==> src/rtl/fir_mavg_lpf.sv <==
// Moving-average low-pass filter with window N = 2^mode and a WARM/RUN warm-up gate.
// Define FIR_MAVG_ROUND_EN to round half-up instead of truncating the average.
module fir_mavg_lpf #(
  parameter int DW     = 8,
  parameter int MODE_W = 2
) (
  input  logic              clk,
  input  logic              rst_n,
  input  logic [MODE_W-1:0] mode,
  input  logic              din_valid,
  input  logic [DW-1:0]     din,
  output logic              dout_valid,
  output logic [DW-1:0]     dout
);

  localparam int MAXMODE = (1 << MODE_W) - 1;
  localparam int NMAX    = 1 << MAXMODE;
  localparam int ACC_W   = DW + MAXMODE;
  localparam int IDX_W   = MAXMODE;
  localparam int CNT_W   = MAXMODE + 1;

  localparam logic [0:0] ST_WARM = 1'b0;
  localparam logic [0:0] ST_RUN  = 1'b1;

  logic [MODE_W-1:0] mode_q, mode_d;
  logic [0:0]        state_q, state_d;
  logic [CNT_W-1:0]  cnt_q, cnt_d;
  logic [ACC_W-1:0]  acc_q, acc_d;
  logic [DW-1:0]     tap_q [NMAX];
  logic [DW-1:0]     tap_d [NMAX];
  logic [DW-1:0]     dout_q, dout_d;
  logic              dout_valid_q, dout_valid_d;

  logic              mode_chg;
  logic [CNT_W-1:0]  win_len;
  logic [IDX_W-1:0]  oldest_idx;
  logic [DW-1:0]     oldest;
  logic [ACC_W-1:0]  acc_sum;
  logic [ACC_W-1:0]  half;
  logic [ACC_W-1:0]  acc_rnd;
  logic [DW-1:0]     avg;
  logic [CNT_W-1:0]  cnt_inc;
  logic              win_full;

  // Datapath: the sample leaving the window is tap[N-1] before the shift.
  always_comb begin
    mode_chg   = (mode != mode_q);
    win_len    = CNT_W'(1) << mode_q;
    oldest_idx = IDX_W'(win_len - CNT_W'(1));
    oldest     = tap_q[oldest_idx];
    acc_sum    = acc_q + ACC_W'(din) - ACC_W'(oldest);
`ifdef FIR_MAVG_ROUND_EN
    half       = ACC_W'(win_len >> 1);
`else
    half       = '0;
`endif
    acc_rnd    = acc_sum + half;
    avg        = DW'(acc_rnd >> mode_q);
    cnt_inc    = cnt_q + CNT_W'(1);
    win_full   = (cnt_inc == win_len);
  end

  // NOTE: every _d gets its _q value first so no path leaves it unassigned (no latch).
  always_comb begin
    mode_d       = mode_q;
    state_d      = state_q;
    cnt_d        = cnt_q;
    acc_d        = acc_q;
    tap_d        = tap_q;
    dout_d       = dout_q;
    dout_valid_d = 1'b0;

    if (mode_chg) begin
      // The strobe on a change cycle is dropped: its sample belongs to no window.
      mode_d  = mode;
      state_d = ST_WARM;
      cnt_d   = '0;
      acc_d   = '0;
      for (int i = 0; i < NMAX; i++) tap_d[i] = '0;
    end else if (din_valid) begin
      acc_d    = acc_sum;
      tap_d[0] = din;
      for (int i = 1; i < NMAX; i++) tap_d[i] = tap_q[i-1];

      if (state_q == ST_RUN) begin
        dout_d       = avg;
        dout_valid_d = 1'b1;
      end else begin
        // Partial-window averages are never published; dout keeps the last valid result.
        cnt_d = cnt_inc;
        if (win_full) begin
          state_d      = ST_RUN;
          dout_d       = avg;
          dout_valid_d = 1'b1;
        end
      end
    end
  end

  // NOTE: sequential state uses <= only so every register samples pre-edge values.
  always_ff @(posedge clk) begin
    if (!rst_n) begin
      mode_q       <= mode;
      state_q      <= ST_WARM;
      cnt_q        <= '0;
      acc_q        <= '0;
      // NOTE: the delay line is cleared on reset because stale taps would corrupt the running sum.
      for (int i = 0; i < NMAX; i++) tap_q[i] <= '0;
      dout_q       <= '0;
      dout_valid_q <= 1'b0;
    end else begin
      mode_q       <= mode_d;
      state_q      <= state_d;
      cnt_q        <= cnt_d;
      acc_q        <= acc_d;
      for (int i = 0; i < NMAX; i++) tap_q[i] <= tap_d[i];
      dout_q       <= dout_d;
      dout_valid_q <= dout_valid_d;
    end
  end

  assign dout       = dout_q;
  assign dout_valid = dout_valid_q;

endmodule

==> config.mk <==
export PLATFORM = sky130hd
export DESIGN_NAME = fir_mavg_lpf
export DESIGN_NICKNAME = d
export VERILOG_FILES = /design/src/rtl/fir_mavg_lpf.sv
export SDC_FILE = /design/constraint.sdc
export NUM_CORES = 1
export LEC_CHECK = 0
export BUFFER_PORTS_ARGS = -buffer_cell sky130_fd_sc_hd__buf_2
export CAP_MARGIN = 10
export CORE_MARGIN = 3
export CORE_UTILIZATION = 50
export CTS_CLUSTER_DIAMETER = 50
export DETAILED_ROUTE_END_ITERATION = 16
export PLACE_DENSITY_LB_ADDON = 0.05
export SLEW_MARGIN = 10
export SYNTH_ARGS = -nofsm -noshare
export SYNTH_HDL_FRONTEND = slang
export SYNTH_SLANG_ARGS = --single-unit
==> constraint.sdc <==
create_clock -name clk -period 10.1 [get_ports clk]
set_input_delay 1.515 -clock clk [delete_from_list [all_inputs] [get_ports clk]]
set_output_delay 1.515 -clock clk [all_outputs]
set_load 0.005 [all_outputs]
* Word-level counts from Yosys, hierarchy flattened
Index checks and enable logic that the tools add are counted.
Storage, ports and cells: register bits 91, input port bits 13, output and inout bits 9, logic and storage cells 43
Cells by class: $add $sub $neg 4, magnitude comparators 1, equality and inequality tests 3, shifts and indexed selects 2, mux-type cells 9, bitwise operators 5, reductions and logical operators 5
Operators by type and width (number):
- $mux W8 | 4
- $bmux W8 S3 | 1
- $add A11 B8 Y11 | 1
- $shr A11 B2 Y8 | 1
- $sub A11 B8 Y11 | 1
- $add A4 B1 Y4 const B | 1
- $eq A4 B4 Y1 | 1
- $ge A4 B4 Y1 const B | 1
- $mux W2 | 2
- $not A1 Y1 | 4
- $not A3 Y4 | 1
- $shl A1 B2 Y4 const A | 1
- $reduce_and A3 Y1 | 1
- $reduce_or A3 Y1 | 1
- $sub A3 B1 Y3 const B | 1
- $mux W1 | 2
- $ne A2 B1 Y1 const B | 1
- $ne A2 B2 Y1 | 1
- $reduce_and A2 Y1 | 1
- $reduce_bool A2 Y1 | 1
- $reduce_or A2 Y1 | 1

* Depth between registers and ports, before layout
Gate-level depths: netlist of run 1.
depth after elaboration 10, mapped depth 14, gate-level depth less buffers 11

* Worst setup path before layout of run 1
OpenSTA, ideal clock, no wires.
path kind input to register, from in din[1], to reg dout_q[5], in the netlist dout[5], setup time 0.075 ns, arrival time 3.737 ns, data required time 10.025 ns, setup slack 6.288 ns, cell stages on the path 8, path buffers 0, cell sequence fa_1 > fa_1 > nand3_1 > a21oi_1 > o21a_1 > or2_1 > mux4_2 > o22ai_1
On the way: longest elaborated chain between the ends 5
Ends and longest elaborated chain:
- start, declared | line 11 | input logic [DW-1:0] din,
- $add A11 B8 Y11 (*) | line 51 | acc_sum = acc_q + ACC_W'(din) - ACC_W'(oldest);
- $sub A11 B8 Y11 (*) | line 51
- $shr A11 B2 Y8 (*) | line 58 | avg = DW'(acc_rnd >> mode_q);
- $mux W8 | line 91 | if (win_full) begin
- $mux W8 (*) | line 85 | if (state_q == ST_RUN) begin
- end signal, assigned | line 117 | dout_q <= dout_d;
- end, declared | line 31 | logic [DW-1:0] dout_q, dout_d;
Every way passes the cells marked *; elsewhere a longest branch is shown, timed or not. The select of a mux whose other input is x is not followed. A chain may end at the register's enable or synchronous reset.

* Worst setup path after layout of run 1
Ends and elaborated chain as after synthesis.

==> results of run 1 <==
==> layer usage <==
layer  wire, um  up-vias  GRT usage
met3        242       12     0.0374
met2       3600       32      0.272
li1           -     1602          -
met4        117        0     0.0632
met1       4050     1435      0.228
met5          0        -          0
==> report_power, final <==
group | switching, W | leakage [nW] | internal, W
Combinational | 0.0000915 | 1.11 | 0.0000641
Sequential | 0.00000345 | 0.738 | 0.000365
Clock | 0.000131 | 0.107 | 0.000133
==> kinds of logic after synthesis <==
group / count (synthesis) / synth area share
XOR/XNOR: 15 / 0.0294
multiplexers: 83 / 0.220
buffers and inverters: 47 / 0.0420
AO/OA/AOI/OAI: 64 / 0.101
adder cells (fa/ha/maj): 20 / 0.0695
AND/OR/NAND/NOR: 136 / 0.126
flip-flops: 91 / 0.412
==> state kept, by name, summed over array words and instances, names as in the netlist <==
name	cells
tap_q	64
acc_q	11
dout	8
cnt_q	4
mode_q	2
dout_valid	1
state_q	1
==> final timing paths <==
kind,from,end,slack (ns),cells past startpoint
worst max-delay path,din[1],dout[5],6.36,9
worst min-delay path,dout[0],dout[0],0.47,2
worst max register to register,mode_q[0],dout[5],6.38,11
worst min register to register,dout[0],dout[0],0.47,2
==> through the flow <==
step	cell area (um2)	utilization	power, W	hold WS [ns]	setup slack (ns)
global route	4850	0.575	0.000832	0.490	6.16
finish	4850	0.575	0.000787	0.474	6.36
floorplan	4470	-	0.000501	0.455	6.29
detailed placement	4630	0.549	0.000532	0.463	6.02
CTS	4850	0.575	0.000799	0.478	6.35
global placement	4630	0.549	0.000531	0.456	6.03
==> synthesized netlist by cell type (all sizes together), types with 4 or more instances <==
| library cell | count |
|---|---|
| mux4 | 12 |
| fa | 8 |
| xor2 | 8 |
| a21oi | 20 |
| mux2i | 71 |
| nand3 | 6 |
| buf | 8 |
| a211oi | 4 |
| o21ai | 11 |
| o211ai | 5 |
| nor3 | 5 |
| dfxtp | 89 |
| ha | 12 |
| nor2 | 92 |
| inv | 20 |
| clkbuf | 18 |
| nand2 | 20 |
| xnor2 | 7 |
| o21a | 4 |
==> worst reg2reg max path: cells and delay by family, from the launching register on <==
family                     cells  cell delay [ns]
AOI/OAI and AO/OA              3             0.53
adders and majority gates      2             0.95
DFF                            1             0.34
buffers and inverters          2             0.43
and+or+nand+nor                2             0.37
muxes                          2             1.02
==> layout make-up <==
cell class	count	area, um2
clock inverters	5	66.3
inverters	21	78.8
well taps	105	131
clock buffers	11	153
flip-flops and latches	91	1840
fillers	770	3580
repair buffers	25	138
multi-input cells	318	2440
==> summary.md, run 1 <==
| Metric | Value |
|---|---|
| Area Overhead vs Synth | 8.55% |
| Max-cap violation count | 0 |
| Die Wd | 101 um |
| Chip Height | 101 um |
| Clock root cell | clkbuf_8 |
| Worst-Margin Slew | 0.692 ns |
| Sequential share of the synthesized area | 0.412 |
| Crit. End Element | flip-flop |
| Vias in the first global route | 3008 |
| Port Buf Inserts | 21 |
| Clock Sinks | 91 |
| CP Buf/Inv Count | 1 |
| ANT cells | 0 |
| Slew HR | 0.537 |
| Die area | 0.0101 mm2 |
| Max-slew violations | 0 |
| Skew-Pair Late Insertion Delay | 0.36 ns |
| #FFs+latches synth | 91 |
| Commonest non-fill, non-tap cell in the layout | nor2_1 |
| Via/cell ratio | 5.35 |
| Routability cong. | 0.903 |
| Pleak | 1.95 nW |
| Crit-path max FO | 6 |
| Endpoints failing setup | 0 |
| Post-synth ARST share | 0 |
| Initial antenna violation count | 0 |
| DRT Pass-1 Iters | 4 |
| Reg clk slew, reported paths | 0.08 ns |
| Slowest stage delay, CP | 0.53 ns |
| Setup TNS | 0 ns |
| Syn_area_per_cell | 9.79 um2 |
| Max rail drop VDD | 0.0000821 V |
| Final Hold Vio Count | 0 |
| DRC | 0 |
| Type of the worst setup path | primary input to flip-flop |
| Top FF cell, synth | dfxtp_1 |
| Fraction of layout cells with a size suffix above 1 | 0.123 |
| Number of synthesized flops with an enable pin | 2 |
| Largest area contributor in the netlist | dfxtp_1 |
| CTS Buf Count | 9 |
| Total core area | 0.00842 mm2 |
| Hold_buf cts | 0 |
| Gr ovfl total | 0 |
| Deepest clock path buffer count | 2 |
| Synthesized instance count | 456 |
| Worst Skew | 0.0172 ns |
| Most frequent cells in the layout | nor2_1 (92), dfxtp_1 (89), mux2i_1 (71) |
| Hold Path Class | flip-flop to flip-flop |
| Worst EP arrival | 4.01 ns |
| Most used cell, CP | fa_1 |
| GRT Total Usage | 0.171 |
| H-Tree Depth | 3 |
| CP Cell Sequence | buf_2, fa_1, fa_1, nand3_1, a21oi_1, o21a_1, or2_1, mux4_2, o22ai_1 |
| Largest net degree at the start of global routing | 52 |
| Startpoint types | primary input |
| F_max | 268 MHz |
| Unrepaired setup endpoints after global routing | false |
| Period utilisation layout | 0.370 |
| Status | complete, no violations |
| Finished Layout Cells | 576 |
| Largest cells by area after synthesis | dfxtp_1 (40%), mux2i_1 (16%), nor2_1 (7.7%) |
| Antenna-violating nets left | 0 |
| WL per Instance | 13.9 um |
| DR iter-0 viols | 132 |
| Routed vias | 3081 |
| Starting Density | 0.530 |
| Count of different cell masters after synthesis | 50 |
| YS warnings | 0 |
| I/O pin count | 22 |
| CP required | 10.38 ns |
| HPWL reported at the end of detailed placement | 5.43 mm |
| Inst Count DP | 560 |
| Global-route wire length before repair | 13.9 mm |
| Clock tree from TritonCTS | yes |
| Syn nets | 489 |
| Final layout net count | 499 |
| Worst path top cell family by delay | adder cells |
| PD cells | 162 mW/mm2 |
| FP Rows | 33 |
| Min Tclk post-route | 3.74 ns |
| Final WL | 8.00 mm |
| Post-CTS setup repair buffer count | 0 |
| Slowest-stage cell, CP | fa_1 |
| CTS-repair resized insts | 0 |
| Mapped cell area | 0.00447 mm2 |
| Yosys top cell area share | 0.399 |
Power figures use the tool's default switching activity.
==> run 2, diff against run 1 <==
==> constraint.sdc (replaced) <==
create_clock -name clk -period 3.1 [get_ports clk]
set_input_delay 0.465 -clock clk [delete_from_list [all_inputs] [get_ports clk]]
set_output_delay 0.465 -clock clk [all_outputs]
set_load 0.005 [all_outputs]
==> run 2 against run 1 <==
  * The flow now finishes with violations (negative setup slack)
  * Combinational power grew to 5.1 times the previous value
  * Highest routed layer unchanged
  * Sequential power grew to 3.3 times the previous value
  * Sequential share of layout area shrank 4.1 points
  * Sequential cell count unchanged
  * Utilization increased by 6.9 points
  * Non-clock buffer count rose by 40
==> summary.md, run 2 (synthesis gave the netlist of run 1 again) <==
| Metric | Value |
|---|---|
| CP Cell Sequence | buf_6, mux4_2, inv_2, fa_1, ha_4, nor2_4, o31ai_4, a41oi_4, mux4_2, o22ai_1 |
| Top reg by flops | tap_q |
| Deepest clock path buffer count | 2 (unchanged) |
| Startpoint types | flip-flop |
| DR iter-0 viols | 95 (-28%) |
| Final Hold Slack | 0.314 ns (-0.160 ns) |
| H-Tree Depth | 3 (unchanged) |
| Routability cong. | 0.910 (+0.81%) |
| HPWL reported at the end of detailed placement | 6.15 mm (+13%) |
| CTS Buf Count | 9 (unchanged) |
| Max reg flops | 64 (unchanged) |
| F_max | 295 MHz |
| Initial antenna violation count | 0 (unchanged) |
| Final WS setup | -0.288 ns (-6.65 ns) |
| Clock tree from TritonCTS | yes |
| DRC | 0 (unchanged) |
| Max-cap violation count | 0 (unchanged) |
| I/O pin count | 22 (unchanged) |
| Pleak | 2.18 nW (+12%) |
| Period utilisation layout | 1.09 |
| Slowest stage delay, CP | 0.51 ns (-0.02 ns) |
| Area Overhead vs Synth | 21.6% |
| Routed length on met2 | 4.22 mm (+17%) |
| Gr ovfl total | 0 (unchanged) |
| Status | finished, violations left |
| Worst EP arrival | 3.67 ns (-0.34 ns) |
| PnR Total Power | 0.00275 W (+250%) |
| ANT cells | 0 (unchanged) |
| Starting Density | 0.530 (unchanged) |
| Crit. End Element | flip-flop |
| Largest net degree at the start of global routing | 53 (+1.9%) |
| Skew-Pair Late Insertion Delay | 0.36 ns (about the same) |
| Most frequent cells in the layout | nor2_1 (90), dfxtp_1 (89), mux2i_1 (71) |
| WL met3 | 172 um (-29%) |
| Total core area | 0.00842 mm2 (unchanged) |
| Clock root cell | clkbuf_8 |
| Failing checks | negative setup slack |
| Routed vias | 3333 (+8.2%) |
| GRT Total Usage | 0.188 (+0.0178) |
| Via/cell ratio | 5.41 (+1.2%) |
| Design area | 0.00543 mm2 (+12%) |
| DRT Pass-1 Iters | 4 (unchanged) |
| PD cells | 507 mW/mm2 (+210%) |
| Max rail drop VDD | 0.000246 V (+200%) |
| Worst Skew | 0.0134 ns (-0.00386 ns) |
| Die Wd | 101 um (unchanged) |
| Chip Height | 101 um (unchanged) |
| Final WL | 9.00 mm (+12%) |
| Area post-placement | 0.00494 mm2 (+6.8%) |
| Slew HR | 0.434 (-0.103) |
| Type of the worst setup path | flip-flop to flip-flop |
| Endpoints failing setup | 11 (+11) |
| CP required | 3.38 ns (-7.00 ns) |
| Crit-path max FO | 5 (-1) |
| WL per Instance | 14.6 um (+5.1%) |
| Vias in the first global route | 3265 (+8.5%) |
| Global-route wire length before repair | 15.3 mm (+9.5%) |
| Die area | 0.0101 mm2 (unchanged) |
| Commonest non-fill, non-tap cell in the layout | nor2_1 |
| Antenna-violating nets left | 0 (unchanged) |
| Final Hold Vio Count | 0 (unchanged) |
| Hold Path Class | primary input to flip-flop |
| Clock Sinks | 91 (unchanged) |
| Wire length on met1 | 4.48 mm (+11%) |
| Reg clk slew, reported paths | 0.10 ns (+0.02 ns) |
| Max-slew violations | 0 (unchanged) |
| Fraction of layout cells with a size suffix above 1 | 0.278 (+0.155) |
| Hold_buf cts | 0 (unchanged) |
| Worst-Margin Slew | 0.847 ns (+0.154 ns) |
| Min Tclk post-route | 3.39 ns |
| FP Rows | 33 (unchanged) |
| Highest Signal Layer | met4 |
| Port Buf Inserts | 21 (unchanged) |
| Final layout net count | 539 (+8.0%) |
| Slowest-stage cell, CP | mux4_2 |
| Unrepaired setup endpoints after global routing | true |
| Most used cell, CP | mux4_2 |
==> run 2: what timing repair did <==
| action | 4_1_cts | 5_1_grt |
|---|---|---|
| resized for setup | 23 | 19 |
| pin swaps | 18 | 23 |
| setup buffers | 4 | 10 |
| setup endpoints to repair | 14 | 16 |
==> run 2: routing by layer <==
layer / global-route usage / vias to the layer above
met5: 0 / -
met4: 0.0528 / 0
met3: 0.0388 / 13
met2: 0.300 / 37
met1: 0.261 / 1591
li1: - / 1692
==> run 2: worst paths after layout <==
kind                                start   endpoint  slack [ns]  depth (start not counted)
worst max-delay path            mode_q[0]    dout[5]       -0.29                         10
worst min-delay path              mode[1]  mode_q[1]        0.31                          1
worst max register to register  mode_q[0]    dout[5]       -0.29                         10
worst min register to register    dout[0]    dout[0]        0.47                          2
==> run 2: final cells by class <==
class                      count  area (um2)
timing repair buffer          65         474
fill                         717        2990
tap                          105         131
multi-input combinational    318        2720
inverter                      21        78.8
clock inverter                 7        57.6
sequential                    91        1840
clock buffer                   9         124
==> run 2: worst max-delay path, delay by kind of cell (launching register included) <==
kind	cells	cell delay [ns]
muxes	2	1.02
adders and majority gates	2	0.77
buffers and inverters	2	0.25
AOI/OAI and AO/OA	3	0.84
DFF	1	0.40
and+or+nand+nor	1	0.04
==> run 2: metrics by stage <==
stage	std cells	setup TNS (ns)	setup WS, ns	util
detailed placement	589	-1.82	-0.309	0.587
global placement	589	-0.989	-0.186	0.587
global route	616	-3.18	-0.380	0.645
floorplan	456	-0.503	-0.220	-
CTS	607	-1.39	-0.262	0.627
finish	616	-1.60	-0.288	0.645
==> run 2: power by group <==
group | internal [W] | switching [W] | total [W]
Clock | 0.000304 | 0.000447 | 0.000751
Combinational | 0.000404 | 0.000395 | 0.000799
Sequential | 0.00119 | 0.0000131 | 0.00120
Total | 0.00190 | 0.000855 | 0.00275
==> run 3, diff against run 2 <==
--- a/config.mk
+++ b/config.mk
@@ -9,6 +9,7 @@
 export CAP_MARGIN = 10
 export CORE_MARGIN = 3
 export CORE_UTILIZATION = 50
+export CTS_BUF_LIST = sky130_fd_sc_hd__clkbuf_2
 export CTS_CLUSTER_DIAMETER = 50
 export DETAILED_ROUTE_END_ITERATION = 16
 export PLACE_DENSITY_LB_ADDON = 0.05
==> run 3 against run 2 <==
  * Wire length hardly changed
  * Largest power group unchanged
  * Via count is 1.2% lower
  * Utilization is 1.3 points lower
  * Count of clock-buffer cells in the layout stayed put
  * Setup slack worse by 0.070 ns
  * Sequential power hardly changed
  * Critical path type unchanged
  * Total power is 7.5% lower
  * The run still ends with negative setup slack left
==> summary.md, run 3 (synthesis gave the netlist of run 1 again) <==
| Metric | Value |
|---|---|
| DRC | 0 (unchanged) |
| Worst path top cell family by delay | multiplexers |
| Min Tclk post-route | 3.46 ns (+0.0696 ns) |
| Max-slew violations | 0 (unchanged) |
| Clock Sinks | 91 (unchanged) |
| I/O pin count | 22 (unchanged) |
| Area post-placement | 0.00494 mm2 (unchanged) |
| Starting Density | 0.530 (unchanged) |
| Unrepaired setup endpoints after global routing | true |
| CP Buf/Inv Count | 2 (unchanged) |
| Max-cap violation count | 0 (unchanged) |
| Routability cong. | 0.910 (unchanged) |
| Startpoint types | flip-flop |
| Type of the worst setup path | flip-flop to flip-flop |
| Total core area | 0.00842 mm2 (unchanged) |
| Port Buf Inserts | 21 (unchanged) |
| Crit-path max FO | 5 (unchanged) |
| Most frequent cells in the layout | nor2_1 (91), dfxtp_1 (89), mux2i_1 (71) |
| Final Hold Vio Count | 0 (unchanged) |
| Die area | 0.0101 mm2 (unchanged) |
| CP Cell Sequence | buf_6, mux4_2, inv_2, fa_1, ha_4, nor2_1, o31ai_4, a41oi_4, mux4_2, o22ai_1 |
| Hold Path Class | primary input to flip-flop |
| Worst Skew | 0.0408 ns (+0.0274 ns) |
| Final WL | 9.00 mm (about the same) |
| Max rail drop VDD | 0.000339 V (+38%) |
| Period utilisation layout | 1.12 (+0.0224) |
| ANT cells | 0 (unchanged) |
| Reg clk slew, reported paths | 0.29 ns (+0.19 ns) |
| Initial antenna violation count | 0 (unchanged) |
| Slowest-stage cell, CP | mux4_2 |
| FP Rows | 33 (unchanged) |
| CP required | 3.58 ns (+0.20 ns) |
| Worst EP arrival | 3.93 ns (+0.26 ns) |
| Failing checks | negative setup slack |
| Endpoints failing setup | 12 (+1) |
| Vias in the first global route | 3280 (+0.46%) |
| PD cells | 479 mW/mm2 (-5.6%) |
| Hold_buf cts | 0 (unchanged) |
| Deepest clock path buffer count | 2 (unchanged) |
| DRT Pass-1 Iters | 4 (unchanged) |
| Worst-Margin Slew | 0.822 ns (-0.0246 ns) |
| Gr ovfl total | 0 (unchanged) |
| Antenna-violating nets left | 0 (unchanged) |
| DR iter-0 viols | 121 (+27%) |
| Commonest non-fill, non-tap cell in the layout | nor2_1 |
| Pleak | 2.13 nW (-2.5%) |
| Global-route wire length before repair | 15.4 mm (+0.95%) |
| Utilization after layout | 0.632 (-0.0126) |
| Via/cell ratio | 5.38 (-0.55%) |
| HPWL reported at the end of detailed placement | 6.15 mm (unchanged) |
| Status | finished, violations left |
| Chip Height | 101 um (unchanged) |
| Die Wd | 101 um (unchanged) |
| Final layout net count | 535 (-0.74%) |
| WL per Instance | 14.7 um (+0.69%) |
| Slew HR | 0.450 (+0.0165) |
| Clock root cell | clkbuf_2 |
| Area Overhead vs Synth | 19.2% |
| CTS Buf Count | 9 (unchanged) |
| Skew-Pair Late Insertion Delay | 0.56 ns (+0.20 ns) |
| Design area | 0.00532 mm2 (-2.0%) |
| GRT Total Usage | 0.190 (+0.00132) |
| Slowest stage delay, CP | 0.51 ns (about the same) |
| Routed vias | 3293 (-1.2%) |
| Most used cell, CP | mux4_2 |
| Final WS setup | -0.358 ns (-0.0696 ns) |
| H-Tree Depth | 3 (unchanged) |
| Max reg flops | 64 (unchanged) |
| Top reg by flops | tap_q |
| F_max | 289 MHz (-2.0%) |
| Fraction of layout cells with a size suffix above 1 | 0.266 (-0.0116) |
| Crit. End Element | flip-flop |
| FILL cells | 734 (+2.4%) |
| Clock tree from TritonCTS | yes |
| Largest net degree at the start of global routing | 53 (unchanged) |
run 3: report_power, final:
group | switching [W] | total, W | internal, W | leakage (nW)
Sequential | 0.0000132 | 0.00121 | 0.00120 | 0.738
Combinational | 0.000394 | 0.000784 | 0.000390 | 1.33
Clock | 0.000435 | 0.000554 | 0.000119 | 0.0612
Total | 0.000842 | 0.00255 | 0.00171 | 2.13
run 3: layout make-up:
| type | instances | area (um2) | share of cell area |
|---|---|---|---|
| clock inverter | 7 | 57.6 | 0.0108 |
| inverter | 21 | 78.8 | 0.0148 |
| multi-input combinational | 318 | 2730 | 0.512 |
| clock buffer | 9 | 45.0 | 0.00846 |
| sequential | 91 | 1840 | 0.346 |
| timing repair buffer | 61 | 440 | 0.0827 |
| tap | 105 | 131 | 0.0247 |
run 3: timing repair:
| action | in CTS | in global routing |
|---|---|---|
| setup buffers | 5 | 5 |
| cloned | 0 | 0 |
| endpoints found under the setup margin | 15 | 16 |
| gates resized for setup | 24 | 14 |
| pin swaps | 18 | 21 |
run 3: worst register-to-register path: cells and delay by family, from the launching register on:
kind                     cells  cell delay (ns)
AO/OA/AOI/OAI                3             0.80
adder cells (fa/ha/maj)      2             0.78
buffers and inverters        2             0.25
flip-flops                   1             0.47
multiplexers                 2             1.02
AND/OR/NAND/NOR              1             0.07
run 3: through the flow:
step,total power [W],instances,setup TNS (ns),hold slack (ns),setup slack [ns]
floorplan,0.00166,456,-0.503,0.455,-0.220
global placement,0.00186,589,-0.989,0.458,-0.186
detailed placement,0.00187,589,-1.82,0.460,-0.309
CTS,0.00252,609,-2.05,0.0776,-0.326
global route,0.00270,612,-3.77,0.0441,-0.449
finish,0.00255,612,-2.14,0.118,-0.358
run 3: worst paths after layout:
check | startpoint | to | slack, ns | cells past startpoint
max | mode_q[0] | dout[5] | -0.36 | 10
min | mode[1] | mode_q[1] | 0.12 | 1
max reg2reg | mode_q[0] | dout[5] | -0.36 | 10
min reg2reg | dout[0] | dout[0] | 0.48 | 2
run 3: metal layers:
layer  vias up  track usage  share of wire
met5         -            0              0
met4         0       0.0425          0.011
met3        10       0.0505          0.026
met2        40        0.304           0.47
met1      1569        0.258           0.49
li1       1674            -              -
